==> config.mk <==
export PLATFORM = sky130hd
export DESIGN_NAME = serial_subtractor_nbit
export DESIGN_NICKNAME = d
export VERILOG_FILES = /design/src/rtl/serial_subtractor_nbit.sv
export SDC_FILE = /design/constraint.sdc
export NUM_CORES = 1
export LEC_CHECK = 0
export ABC_AREA = 1
export CAP_MARGIN = 20
export CORE_MARGIN = 2
export CORE_UTILIZATION = 25
export CTS_BUF_LIST = sky130_fd_sc_hd__clkbuf_4
export DETAILED_ROUTE_END_ITERATION = 7
export PLACE_DENSITY = 0.53
export SYNTH_ARGS = -nofsm -noshare
export SYNTH_HDL_FRONTEND = slang
export SYNTH_SLANG_ARGS = --single-unit
==> constraint.sdc <==
create_clock -name clk -period 2.85 [get_ports clk]
set_input_delay 0.4275 -clock clk [delete_from_list [all_inputs] [get_ports clk]]
set_output_delay 0.4275 -clock clk [all_outputs]
set_load 0.005 [all_outputs]
==> src/rtl/serial_subtractor_nbit.sv <==
// -----------------------------------------------------------------------------
// serial_subtractor_nbit
//
// Purpose:
//   Bit-serial unsigned N-bit subtractor. Computes diff = (a - b) mod 2^N one
//   bit per clock, LSB first, and reports the final borrow (1 iff a < b).
//   This is the serial counterpart of the combinational N-bit adder. It trades
//   N cycles of latency for a single full-subtractor cell.
//
// Handshake (valid/ready in one sentence):
//   start is honoured only in IDLE (busy=0, done=0). a/b are sampled on the
//   edge that accepts start. busy is high for the N processing cycles. done
//   pulses for exactly one cycle when diff/borrowout hold the new result.
//   start seen while busy or done is dropped, not queued.
//
// Timing:
//   start is accepted at edge E0. Bits 0..N-1 are processed at edges E1..EN.
//   done is high in the cycle after EN. The start-to-start interval is N+2
//   cycles.
//
// Ports:
//   clk        in   1  system clock, rising edge
//   rst        in   1  synchronous active-high reset
//   start      in   1  begin a subtraction (IDLE only)
//   a          in   N  minuend
//   b          in   N  subtrahend
//   busy       out  1  subtraction in progress
//   done       out  1  one-cycle result-valid pulse
//   diff       out  N  (a - b) mod 2^N, held until the next completion
//   borrowout  out  1  final borrow, held until the next completion
// -----------------------------------------------------------------------------
module serial_subtractor_nbit #(
    parameter int N = 4
) (
    input  logic         clk,
    input  logic         rst,
    input  logic         start,
    input  logic [N-1:0] a,
    input  logic [N-1:0] b,
    output logic         busy,
    output logic         done,
    output logic [N-1:0] diff,
    output logic         borrowout
);

    localparam int CW = (N > 1) ? $clog2(N) : 1;

    typedef enum logic [1:0] {
        ST_IDLE  = 2'd0,
        ST_SHIFT = 2'd1,
        ST_DONE  = 2'd2
    } state_t;

    state_t         state_q, state_d;
    logic [N-1:0]   a_sh_q, a_sh_d;
    logic [N-1:0]   b_sh_q, b_sh_d;
    logic [N-1:0]   res_q, res_d;
    logic [N-1:0]   diff_q, diff_d;
    logic           br_q, br_d;
    logic           borrowout_q, borrowout_d;
    logic [CW-1:0]  cnt_q, cnt_d;

    // Full-subtractor cell operating on the current LSBs of the shift registers
    logic bit_a;
    logic bit_b;
    logic bit_d;
    logic bit_br;
    logic last_bit;

    always_comb begin
        bit_a    = a_sh_q[0];
        bit_b    = b_sh_q[0];
        bit_d    = bit_a ^ bit_b ^ br_q;
        bit_br   = (~bit_a & bit_b) | (~(bit_a ^ bit_b) & br_q);
        last_bit = (cnt_q == CW'(N - 1));
    end

    // Next-state and datapath
    always_comb begin
        state_d     = state_q;
        a_sh_d      = a_sh_q;
        b_sh_d      = b_sh_q;
        res_d       = res_q;
        diff_d      = diff_q;
        br_d        = br_q;
        borrowout_d = borrowout_q;
        cnt_d       = cnt_q;

        case (state_q)
            ST_IDLE: begin
                if (start) begin
                    a_sh_d  = a;
                    b_sh_d  = b;
                    res_d   = '0;
                    br_d    = 1'b0;
                    cnt_d   = '0;
                    state_d = ST_SHIFT;
                end
            end

            ST_SHIFT: begin
                // Operands shift right so bit i is always at position 0.
                // Result bits enter from the MSB side, so after N shifts
                // bit 0 has reached the LSB.
                a_sh_d = a_sh_q >> 1;
                b_sh_d = b_sh_q >> 1;
                res_d  = {bit_d, res_q[N-1:1]};
                br_d   = bit_br;
                cnt_d  = cnt_q + 1'b1;
                if (last_bit) begin
                    // Publish the completed word directly. The visible
                    // outputs therefore never show a partial result.
                    diff_d      = {bit_d, res_q[N-1:1]};
                    borrowout_d = bit_br;
                    state_d     = ST_DONE;
                end
            end

            ST_DONE: begin
                state_d = ST_IDLE;
            end

            default: begin
                state_d = ST_IDLE;
            end
        endcase
    end

    always_ff @(posedge clk) begin
        if (rst) begin
            state_q     <= ST_IDLE;
            a_sh_q      <= '0;
            b_sh_q      <= '0;
            res_q       <= '0;
            diff_q      <= '0;
            br_q        <= 1'b0;
            borrowout_q <= 1'b0;
            cnt_q       <= '0;
        end else begin
            state_q     <= state_d;
            a_sh_q      <= a_sh_d;
            b_sh_q      <= b_sh_d;
            res_q       <= res_d;
            diff_q      <= diff_d;
            br_q        <= br_d;
            borrowout_q <= borrowout_d;
            cnt_q       <= cnt_d;
        end
    end

    assign busy      = (state_q == ST_SHIFT);
    assign done      = (state_q == ST_DONE);
    assign diff      = diff_q;
    assign borrowout = borrowout_q;

endmodule

== Word-level counts from Yosys, hierarchy flattened ==
Index checks and enable logic that the tools add are counted.

* Input bits: 11
* Output and inout port bits: 7
* Register bits: 22
* Word-level logic and storage cells: 39

* Bitwise gates (word level): 7
* Reductions and logical operators: 5
* Equal/unequal tests: 5
* Muxes and demuxes: 13
* Add/subtract/negate cells: 1

{| class="wikitable"
|+ Operators with widths
! operator !! number
|-
| 4-bit one-hot mux with 2 select lines || 3
|-
| 4-bit two-way mux || 3
|-
| 2-bit one-hot mux with 2 select lines || 2
|-
| 2-bit two-way mux || 3
|-
| 2-bit AND reduction || 3
|-
| 2-bit == test (second input constant) || 2
|-
| 2-bit by 1-bit adder with 2-bit output (second input constant) || 1
|-
| 1-bit AND || 2
|-
| 2-bit by 1-bit == test with 1-bit output (second input constant) || 1
|-
| 2-bit logical NOT || 1
|-
| 2-bit by 1-bit != test with 1-bit output (second input constant) || 1
|-
| 2-bit != test (second input constant) || 1
|-
| 1-bit NOT || 2
|-
| 1-bit one-hot mux with 2 select lines || 1
|-
| 2-bit nonzero test || 1
|-
| 1-bit bitwise XOR || 2
|-
| 1-bit two-way mux || 1
|-
| 1-bit bitwise OR || 1
|}

== Longest topological paths before layout ==
Gate-level depths: netlist of run 1.

* Word-level depth: 5
* Depth in mapped cells: 7
* Gate-level depth less buffers: 7

== Worst setup path after synthesis of run 1 ==
OpenSTA, ideal clock, no wires.

* Path type: reg-to-reg
* Start: register b_sh_q[0]
* End: register br_q
* Stages on the path, launching flop included: 5
* Period minus slack after synthesis: 1.133 ns
* Data required time: 2.784 ns
* Data arrival time: 1.067 ns
* Setup slack: 1.717 ns
* Setup time: 0.066 ns
* Path buffers: 0
* Cell sequence: dfxtp_1 > inv_1 > fa_1 > or2_1 > a21oi_2

* Word-level cells in the longest chain between the ends: 5
* Elaborated cells between the ends (all ways): 6
* Those cells by class: mux: 1; bitwise: 5

{| class="wikitable"
|+ Ends and longest elaborated chain
! what !! line !! source
|-
| start: declaration || 56 || <nowiki>logic [N-1:0] b_sh_q, b_sh_d;</nowiki>
|-
| start signal: assignment || 142 || <nowiki>b_sh_q <= b_sh_d;</nowiki>
|-
| 1-bit bitwise XOR || 74 || <nowiki>bit_br = (~bit_a & bit_b) | (~(bit_a ^ bit_b) & br_q);</nowiki>
|-
| 1-bit NOT || 74 ||
|-
| 1-bit AND || 74 ||
|-
| 1-bit bitwise OR * || 74 ||
|-
| 1-bit one-hot mux with 2 select lines * || 89 || <nowiki>case (state_q)</nowiki>
|-
| end signal: assignment || 145 || <nowiki>br_q <= br_d;</nowiki>
|-
| end: declaration || 59 || <nowiki>logic br_q, br_d;</nowiki>
|}

Every way passes the cells marked *; elsewhere a longest branch is shown, timed or not.
A chain may end at the register's enable or synchronous reset.

== Worst setup path after layout of run 1 ==
* Start: register state_q[0]
* End: output port busy

* Word-level cells in the longest chain between the ends: 1

{| class="wikitable"
|+ Ends and longest elaborated chain
! what !! line !! source
|-
| start: declaration || 54 || <nowiki>state_t state_q, state_d;</nowiki>
|-
| start signal: assignment || 140 || <nowiki>state_q <= state_d;</nowiki>
|-
| 2-bit by 1-bit == test with 1-bit output || 151 || <nowiki>assign busy = (state_q == ST_SHIFT);</nowiki>
|-
| end: declaration || 40 || <nowiki>output logic busy,</nowiki>
|}

Every way passes these cells.

==> results of run 1 <==
-- cell families after synthesis --
kind of cell	share of synthesized area
AND/OR/NAND/NOR	0.304
AO/OA/AOI/OAI	0.0931
flip-flops	0.453
buffers and inverters	0.115
adder cells (fa/ha/maj)	0.0351
-- cell usage in the layout, fill, tap and decap left out, drive strengths merged --
| cell | count |
|---|---|
| buf | 1 |
| clkdlybuf4s50 | 17 |
| dfxtp | 21 |
| clkbuf | 4 |
| o21ai | 3 |
| a21oi | 12 |
| ha | 1 |
| nand2 | 24 |
| nor2 | 10 |
| nand3 | 27 |
| or2 | 1 |
| clkinv | 2 |
| fa | 1 |
| o21a | 1 |
| inv | 15 |
-- cell type report --
class | instances | area share
timing repair buffer | 18 | 0.154
sequential | 21 | 0.365
inverter | 17 | 0.0554
multi-input combinational | 80 | 0.347
clock buffer | 4 | 0.0261
tap | 48 | 0.0521
-- flip-flops by register name, summed over array words and instances (netlist names) --
name       flops
a_sh_q         4
b_sh_q         4
borrowout      1
br_q           1
cnt_q          2
diff           4
res_q          3
state_q        2
-- through the flow --
stage                     cells  utilization  power, mW  hold slack, ns
after floorplan             123            -      0.376           0.430
after global placement      184        0.311      0.399           0.447
after detailed placement    184        0.311      0.399           0.452
after CTS                   188        0.320      0.551           0.470
after global routing        188        0.320      0.579           0.498
final                       188        0.320      0.542           0.470
-- critical path, cell delays in order (launching register included) --
cell             delay (ns)
dfxtp_1                0.51
nand2_4                0.20
clkinv_1               0.19
clkdlybuf4s50_1        0.53
-- per-layer routing --
layer	track usage	part of all wire	up-vias
met1	0.131	0.47	365
met2	0.168	0.49	5
met3	0.0122	0.019	2
li1	-	-	432
met5	0	0	-
met4	0.0399	0.017	0
-- power groups by stage --
stage	Sequential [mW]	Clock, mW	Combinational (mW)
detailed placement	0.323	0	0.0764
global placement	0.322	0	0.0768
global route	0.318	0.173	0.0878
finish	0.316	0.150	0.0762
floorplan	0.319	0	0.0572
CTS	0.316	0.157	0.0771
-- how the worst max path moves through the flow --
| stage | start | end | slack (ns) | cells after the start |
|---|---|---|---|---|
| after detailed placement | state_q[0] | busy | 1.02 | 3 |
| after global placement | rst | diff[3] | 1.05 | 7 |
| after floorplan | b_sh_q[0] | br_q | 1.72 | 4 |
| after CTS | state_q[0] | busy | 0.67 | 3 |
| final | state_q[0] | busy | 0.70 | 3 |
| after global routing | state_q[0] | busy | 0.55 | 3 |
==> summary.md, run 1 <==
| Metric | Value |
|---|---|
| Die Y | `roughly 65 µm` |
| Horiz. Die Dim | `approximately 65 µm` |
| Clk sinks | `21` |
| Vias | `804` |
| Top_reg_cell synth | `dfxtp_1` |
| Final period utilization | `0.755` |
| Worst-skew pair later-pin latency | `around 0.3 ns` |
| Flop pwr share | `0.582` |
| Hold-fix buffers at CTS | `0` |
| Diodes inserted | `0` |
| Synth area leader | `dfxtp_1` |
| Final GP Congestion | `0.712` |
| Total GRT Usage | `0.100` |
| Final setup fails | `0` |
| Worst hold path depth | `1` |
| Max Freq | `between 0.4 and 0.5 GHz` |
| Worst Setup End Kind | `primary output` |
| First-pass GRT wire length | `3440 µm` |
| Max clock buf depth | `2` |
| Worst-margin pin slew | `between 0.2 and 0.3 ns` |
| IO Pins | `18` |
| Synth top area cells | `dfxtp_1 (45%), nand3_1 (15%), nand2_1 (8.5%)` |
| Synth Net Count | `136` |
| Sequential cell area | `420 µm²` |
| R2r setup slk | `1.52 ns` |
| Critical path peak fanout | `21` |
| Synth-to-layout area growth | `24.3%` |
| WHS Endpoint | `cnt_q[0]` |
| Worst Clk Skew | `0.00904 ns` |
| R2R cell count | `5` |
| Initial DRT Pass Iterations | `4` |
| Max-slew headroom | `0.805` |
| Routed WL per cell | `9.88 µm` |
| Num CTS Buffers | `3` |
| Initial Util | `0.257` |
| CP required | `2.42 ns` |
| DR iter-0 viols | `25` |
| Comb power frac | `0.141` |
| Share of post-route cells with drive strength above 1 | `0.0714` |
| Fill cells | `394` |
| Leak | `0.470 nW` |
| # Post-CTS Setup Buffers | `0` |
| Sequential area share after synthesis | `0.453` |
| Initial antenna violation count | `0` |
| Hold Fails Final Rpt | `0` |
| Drt drc | `0` |
| Placed Area | `about 0.0011 mm²` |
| Yosys reg bits | `21` |
| Async S/R FF share, synth | `0` |
| Critical path class | `reg2out` |
| Vias/cell | `4.28` |
| Status | `complete, no violations` |
| H-Tree Depth | `1` |
| Overflow after GRT | `0` |
| Hpwl dp | `1390 µm` |
| RSZ-0062 raised after global routing | `no` |
| Critical Path AT | `~1.7 ns` |
| WL final | `about 1900 µm` |
| Layout Nets | `roughly 150` |
| Switching power | `137 µW` |
| Floorplan core area | `~0.0036 mm²` |
| Worst r2r dst | `borrowout` |
| Cells after synthesis | `approximately 120` |
| I/O Buffers | `17` |
| Type of origin of the critical path | `flip-flop` |
| Worst slack at placement | `1.02 ns` |
| Beginning of the worst hold path | `cnt_q[0]` |
| Pwr Density | `471 mW/mm²` |
| Reg-to-Reg Start | `state_q[0]` |
| Clock share of power | `0.277` |
| DIE AREA | `0.00421 mm²` |
| Final WS setup | `between 0.6 and 0.7 ns` |
| Final Critical Period | `2.15 ns` |
| MaxCap Viol Count | `0` |
| CTS tree | `done` |
| Share of the synthesized area in the top cell type | `0.453` |
| Clock root cell | `clkbuf_4` |
| Post-route ant nets | `0` |
| Pins Over Slew Limit | `0` |
| Largest vdd supply drop | `~0.11 mV` |
| Synth cell types | `19` |
| Mean Syn Cell Area | `between 7 and 8 µm²` |
| Num rows | `22` |
| Clock transition at path regs | `0.12 ns` |
| Mapped Area | `927 µm²` |
| Vias in the first global route | `791` |
| Setup TNS | `0 ns` |
| Int Pwr | `406 µW` |
| Switching share of total power | `0.252` |
| Largest net degree at the start of global routing | `22` |
| Yosys warns | `0` |
| EDFF count, synth | `0` |
| Top-count cell post-synth | `nand3_1` |
| Synth cell count leaders | `nand3_1 (27), dfxtp_1 (21), nand2_1 (21)` |
| Post-cts gate resize count | `0` |
| Worst hold-check path type | `reg2reg` |
| Final instance area | `0.00115 mm²` |
| Multi-input logic area | `400 µm²` |
Power figures use the tool's default switching activity.
==> run 2, diff against run 1 <==
Settings changed: PLACE_DENSITY 0.53 to 0.55.
Clock period 2.85 ns to 1.75 ns, I/O delays scaled along.
==> run 2 against run 1 <==
  * Final cell count rose by 1.6%
  * Critical path depth did not move
  * Sequential share of layout area fell by 0.62 points
  * Core utilization rose by 0.56 points
  * Register-to-register slack got worse by 1.1 ns
  * Total power rose by 62%
  * Die area did not move
  * Hold slack improved by 0.0054 ns
  * Critical path type unchanged
==> summary.md, run 2 (same netlist as run 1, synthesis figures left out) <==
| Metric | Value |
|---|---|
| Status | `complete, no violations` |
| Max-slew headroom | `0.810 (+0.00532)` |
| Final instance area | `0.00117 mm² (+1.7%)` |
| Die Y | `64.9 µm (unchanged)` |
| Diodes inserted | `0 (unchanged)` |
| Fill cells | `385 (-2.3%)` |
| Drt drc | `0 (unchanged)` |
| Worst Clk Skew | `0.00640 ns (-0.00264 ns)` |
| Clock root cell | `clkbuf_4` |
| Critical Path AT | `1.43 ns (-0.29 ns)` |
| Total Power | `879 µW (+62%)` |
| H-Tree Depth | `1 (unchanged)` |
| Clock transition at path regs | `0.12 ns (about the same)` |
| First-pass GRT wire length | `3510 µm (+2.2%)` |
| Clk sinks | `21 (unchanged)` |
| Reg-to-Reg Start | `state_q[1]` |
| Top delay family on crit path | `buffers and inverters` |
| Routed WL per cell | `10.3 µm (+4.6%)` |
| Worst r2r dst | `borrowout` |
| Type of origin of the critical path | `flip-flop` |
| I/O Buffers | `17 (unchanged)` |
| Max Freq | `0.591 GHz` |
| CTS tree | `done` |
| Hold_ws | `0.476 ns (+0.00539 ns)` |
| Slowest CP cell | `clkdlybuf4s50_1` |
| R2r setup slk | `0.43 ns (-1.09 ns)` |
| Most frequent cells in the layout | `nand3_1 (27), nand2_1 (21), dfxtp_1 (21)` |
| Hold Fails Final Rpt | `0 (unchanged)` |
| Worst-skew pair later-pin latency | `0.30 ns (about the same)` |
| # Post-CTS Setup Buffers | `0 (unchanged)` |
| Multi-input logic area | `400 µm² (unchanged)` |
| Initial Util | `0.257 (unchanged)` |
| Placed Area | `0.00114 mm² (+2.0%)` |
| Finished Layout Cells | `191 (+1.6%)` |
| DR iter-0 viols | `23 (-8.0%)` |
| Worst hold-check path type | `reg2reg` |
| Pins Over Slew Limit | `0 (unchanged)` |
| Share of post-route cells with drive strength above 1 | `0.0909 (+0.0195)` |
| Floorplan core area | `0.00361 mm² (unchanged)` |
| WL final | `1970 µm (+6.2%)` |
| R2R cell count | `7 (+2)` |
| Max clock buf depth | `2 (unchanged)` |
| RSZ-0062 raised after global routing | `no` |
| Vias in the first global route | `829 (+4.8%)` |
| Hpwl dp | `1470 µm (+5.4%)` |
| Critical path, cell by cell | `buf_4 -> nor2_1 -> clkdlybuf4s50_1` |
| Largest net degree at the start of global routing | `21 (-4.5%)` |
| Sequential cell area | `420 µm² (unchanged)` |
| Beginning of the worst hold path | `cnt_q[0]` |
| Setup TNS | `0 ns (unchanged)` |
| Horiz. Die Dim | `64.9 µm (unchanged)` |
| Pwr Density | `750 mW/mm² (+59%)` |
| Worst-margin pin slew | `0.284 ns (-0.00858 ns)` |
| DIE AREA | `0.00421 mm² (unchanged)` |
| Synth-to-layout area growth | `26.5%` |
| Initial antenna violation count | `0 (unchanged)` |
| Final setup fails | `0 (unchanged)` |
| Post-cts gate resize count | `0 (unchanged)` |
| Initial DRT Pass Iterations | `4 (unchanged)` |
| Vias/cell | `4.30 (+0.63%)` |
| Final Critical Period | `1.69 ns` |
| CP peak stage delay | `0.50 ns (-0.03 ns)` |
| Layout Nets | `157 (+1.9%)` |
| WHS Endpoint | `cnt_q[0]` |
| Worst Setup End Kind | `primary output` |
| Total GRT Usage | `0.106 (+0.00515)` |
| Vias | `822 (+2.2%)` |
| CP Buf/Inv Count | `2 (unchanged)` |
| Most common cell after layout, fill and taps aside | `nand3_1` |
| Num CTS Buffers | `3 (unchanged)` |
| CP required | `1.49 ns (-0.93 ns)` |
| Largest vdd supply drop | `0.235 mV (+110%)` |
| Num rows | `22 (unchanged)` |
| Worst hold path depth | `1 (unchanged)` |
| Final GP Congestion | `0.768 (+7.8%)` |
| Critical path peak fanout | `7 (-67%)` |
| MaxCap Viol Count | `0 (unchanged)` |
| Placed cells | `187 (+1.6%)` |
| Final period utilization | `0.968` |
| Leak | `0.484 nW (+3.0%)` |
| Post-route ant nets | `0 (unchanged)` |
| Overflow after GRT | `0 (unchanged)` |
| Hold-fix buffers at CTS | `0 (unchanged)` |
| Critical path class | `reg2out` |
| IO Pins | `18 (unchanged)` |
run 2: changes by cell type in the layout (fill, tap and decap cells not counted):
cell      change
clkbuf_4      -1
clkinv_2      +1
buf_4         +3
run 2: layout make-up:
type,count,share of cell area
clock buffers,3,0.0192
clock inverters,1,0.00427
inverters,17,0.0544
multi-input cells,80,0.342
flip-flops and latches,21,0.359
well taps,48,0.0512
repair buffers,21,0.171
run 2: routing by layer:
layer  global-route usage  vias to the layer above  part of all wire
met2                0.179                        9              0.51
met4               0.0585                        0             0.014
met5                    0                        -                 0
met3               0.0122                        2             0.025
li1                     -                      433                 -
met1                0.129                      378              0.46
run 2: worst max path at each step:
stage          startpoint         to  slack [ns]  cells after the start
2_1_floorplan   b_sh_q[0]       br_q        0.62                      4
3_3_place_gp        start  a_sh_q[3]        0.26                      5
3_5_place_dp        start  b_sh_q[3]        0.23                      5
4_1_cts        state_q[0]       done        0.04                      3
5_1_grt        state_q[0]       done       0.007                      3
6_report       state_q[0]       done        0.06                      3
run 2: worst register-to-register path, cell delays in order (launching register included):
cell and delay (ns):
dfxtp_1 0.35, inv_2 0.14, nand2_4 0.06, buf_4 0.20
nor2_1 0.19, inv_1 0.13, nand3_1 0.08, o21ai_0 0.08
run 2: stage by stage:
| step | utilization | worst slack, ns |
|---|---|---|
| 6_report | 0.325 | 0.0565 |
| 4_1_cts | 0.325 | 0.0441 |
| 3_5_place_dp | 0.317 | 0.228 |
| 5_1_grt | 0.325 | 0.00703 |
| 3_3_place_gp | 0.317 | 0.264 |
| 2_1_floorplan | - | 0.617 |
run 2: power breakdown:
| group | total (mW) | switching [mW] | leakage [nW] | internal (mW) |
|---|---|---|---|---|
| clock network | 0.230 | 0.145 | 0.0177 | 0.0851 |
| logic | 0.137 | 0.0727 | 0.295 | 0.0647 |
| registers | 0.512 | 0.0128 | 0.171 | 0.499 |
| total | 0.879 | 0.230 | 0.484 | 0.649 |
==> run 3, diff against run 2 <==
Settings changed: ABC_AREA 1 to 0.
==> run 3 against run 2 <==
  * Die area grew 0.65%
  * Synthesized cell count shrank 25%
  * Non-clock buffer count grew 2
  * First-iteration DRC count shrank 8.7%
  * Count of clock-buffer cells in the layout grew 1
  * Global-route usage shrank 0.47 points
  * Fmax grew 0.30%
  * Core utilization grew 0.17 points
  * Critical endpoint is now busy
  * Largest power group unchanged
==> summary.md, run 3 <==
| Metric | Value |
|---|---|
| Num rows | `22 (unchanged)` |
| Final GP Congestion | `0.712 (-7.2%)` |
| Status | `complete, no violations` |
| Routed WL per cell | `11.4 µm (+11%)` |
| WL final | `1840 µm (-6.6%)` |
| Sequential cell area | `425 µm² (+1.2%)` |
| Synth cell types | `27 (+8)` |
| Critical path peak fanout | `7 (unchanged)` |
| MaxCap Viol Count | `0 (unchanged)` |
| Hold_ws | `0.461 ns (-0.0147 ns)` |
| Overflow after GRT | `0 (unchanged)` |
| Simple-gate area share of the yosys netlist | `0.208 (-0.0959)` |
| CP peak stage delay | `0.50 ns (about the same)` |
| Largest net degree at the start of global routing | `22 (+4.8%)` |
| Final setup fails | `0 (unchanged)` |
| Synth-to-layout area growth | `27.2%` |
| Largest family of logic cells by synthesized area | `simple AND/OR/NAND/NOR gates` |
| Cells after synthesis | `92 (-25%)` |
| Clock root cell | `clkbuf_4` |
| Final Critical Period | `1.69 ns (-0.00504 ns)` |
| Slowest CP cell | `clkdlybuf4s50_1` |
| Drt drc | `0 (unchanged)` |
| CTS tree | `done` |
| XOR/XNOR share of the synthesized area | `0 (unchanged)` |
| Yosys warns | `0 (unchanged)` |
| Compound-gate portion of the synthesized area | `0.165 (+0.0718)` |
| Mean Syn Cell Area | `10.1 µm² (+35%)` |
| Critical path class | `reg2out` |
| Fill cells | `393 (+2.1%)` |
| Worst-margin pin slew | `0.339 ns (+0.0550 ns)` |
| Total Power | `898 µW (+2.1%)` |
| Top_reg_cell synth | `dfxtp_1` |
| Synth Net Count | `105 (-23%)` |
| Num CTS Buffers | `3 (unchanged)` |
| Critical Path AT | `1.43 ns (about the same)` |
| Worst-skew pair later-pin latency | `0.30 ns (about the same)` |
| Multi-input logic area | `442 µm² (+10%)` |
| CP required | `1.49 ns (about the same)` |
| Horiz. Die Dim | `65.1 µm (+0.32%)` |
| Hold Fails Final Rpt | `0 (unchanged)` |
| Max Freq | `0.592 GHz (+0.30%)` |
| Post-route ant nets | `0 (unchanged)` |
| Worst hold-check path type | `reg2reg` |
| Top-count cell post-synth | `dfxtp_1` |
| Vias | `719 (-13%)` |
| Hpwl dp | `1320 µm (-11%)` |
| Layout Nets | `127 (-19%)` |
| EDFF count, synth | `0 (unchanged)` |
| Worst slack at placement | `0.216 ns (-0.0124 ns)` |
| H-Tree Depth | `1 (unchanged)` |
| Max-slew headroom | `0.771 (-0.0392)` |
| Yosys reg bits | `21 (unchanged)` |
| Critical path, cell by cell | `and2b_2 -> clkdlybuf4s50_1` |
| Share of the synthesized area in the top cell type | `0.450 (-0.00304)` |
| Total GRT Usage | `0.101 (-0.00468)` |
| IO Pins | `18 (unchanged)` |
| Share of post-route cells with drive strength above 1 | `0.204 (+0.113)` |
| Synth cell count leaders | `dfxtp_1 (21), nor2_1 (13), a22oi_1 (7)` |
| Synth top area cells | `dfxtp_1 (45%), mux2i_1 (6.4%), a22oi_1 (5.6%)` |
| Vias/cell | `4.47 (+3.8%)` |
| Synth area leader | `dfxtp_1` |
| Clk sinks | `21 (unchanged)` |
| Diodes inserted | `0 (unchanged)` |
| Mapped Area | `933 µm² (+0.67%)` |
| Mux share of post-synthesis cell area | `0.0643 (+0.0643)` |
| DIE AREA | `0.00424 mm² (+0.65%)` |
| Initial Util | `0.257 (about the same)` |
| Sequential area share after synthesis | `0.450 (-0.00304)` |
| Initial antenna violation count | `0 (unchanged)` |
| DR iter-0 viols | `21 (-8.7%)` |
| Clock transition at path regs | `0.12 ns (about the same)` |
| Synth Area in Adders | `0.0349 (-0.000235)` |
| Worst Clk Skew | `0.0137 ns (+0.00727 ns)` |
| Async S/R FF share, synth | `0 (unchanged)` |
| Largest vdd supply drop | `0.163 mV (-31%)` |
| Vias in the first global route | `729 (-12%)` |
| Pins Over Slew Limit | `0 (unchanged)` |
| Most frequent cells in the layout | `dfxtp_1 (19), clkdlybuf4s50_1 (17), nor2_1 (13)` |
| Floorplan core area | `0.00363 mm² (+0.76%)` |
| Worst Setup End Kind | `primary output` |
| I/O Buffers | `17 (unchanged)` |
| Setup TNS | `0 ns (unchanged)` |
| Final WS setup | `0.0616 ns (+0.00504 ns)` |
| Max clock buf depth | `2 (unchanged)` |
| Type of origin of the critical path | `flip-flop` |
| Most common cell after layout, fill and taps aside | `dfxtp_1` |
| Leak | `0.435 nW (-10%)` |
| First-pass GRT wire length | `3190 µm (-9.1%)` |
| RSZ-0062 raised after global routing | `no` |
| Die Y | `65.1 µm (+0.32%)` |
| Final period utilization | `0.965 (-0.00288)` |
| Initial DRT Pass Iterations | `4 (unchanged)` |
| Pwr Density | `756 mW/mm² (+0.85%)` |
run 3: cells by family (layout without fill, tap and decap cells):
kind of cell | after synthesis | count (layout)
flops | 21 | 21
compound gates | 18 | 18
simple gates | 35 | 35
fa+ha+maj | 2 | 2
buf+inv | 10 | 31
mux | 6 | 6
run 3: path summary, 6_finish.rpt:
check        startpoint        end  slack [ns]  depth (start not counted)
max          state_q[1]       busy        0.06                          2
min             diff[1]    diff[1]        0.46                          2
max reg2reg    cnt_q[0]  borrowout        0.42                          4
min reg2reg     diff[1]    diff[1]        0.46                          2
run 3: final cells by class:
| type | count | share of cell area |
|---|---|---|
| Multi-Input combinational cell | 61 | 0.372 |
| Sequential cell | 21 | 0.358 |
| Timing Repair Buffer | 23 | 0.181 |
| Tap cell | 48 | 0.0506 |
| Clock buffer | 4 | 0.0253 |
| Inverter | 4 | 0.0126 |
run 3: critical path: cells and delay by family, from the launching register on:
family,cells,cell delay (ns)
buf+inv,1,0.50
flops,1,0.39
simple gates,1,0.23
run 3: repair_timing:
item,4_1_cts,5_1_grt
resized for setup,2,2
endpoints found under the setup margin,2,1
hold buffers,0,0
buffers inserted,0,2
run 3: routing by layer:
| layer | up-vias | GRT usage | routed length (µm) |
|---|---|---|---|
| met5 | - | 0 | 0 |
| met4 | 0 | 0.0781 | 56 |
| met3 | 4 | 0.0120 | 39 |
| met2 | 8 | 0.179 | 940 |
| met1 | 344 | 0.109 | 806 |
| li1 | 363 | - | - |
run 3: power by group:
part | switching [mW] | leakage (nW) | total (mW) | internal [mW]
combinational | 0.0640 | 0.244 | 0.135 | 0.0712
clock | 0.144 | 0.0184 | 0.248 | 0.104
sequential | 0.0154 | 0.173 | 0.515 | 0.499
total | 0.224 | 0.435 | 0.898 | 0.675
run 3: stage by stage:
| stage | instances | instance area (µm²) | util |
|---|---|---|---|
| final | 161 | 1190 | 0.327 |
| after global routing | 161 | 1190 | 0.327 |
| after CTS | 159 | 1170 | 0.322 |
| after detailed placement | 155 | 1140 | 0.313 |
| after global placement | 155 | 1140 | 0.313 |
| after floorplan | 92 | 933 | - |
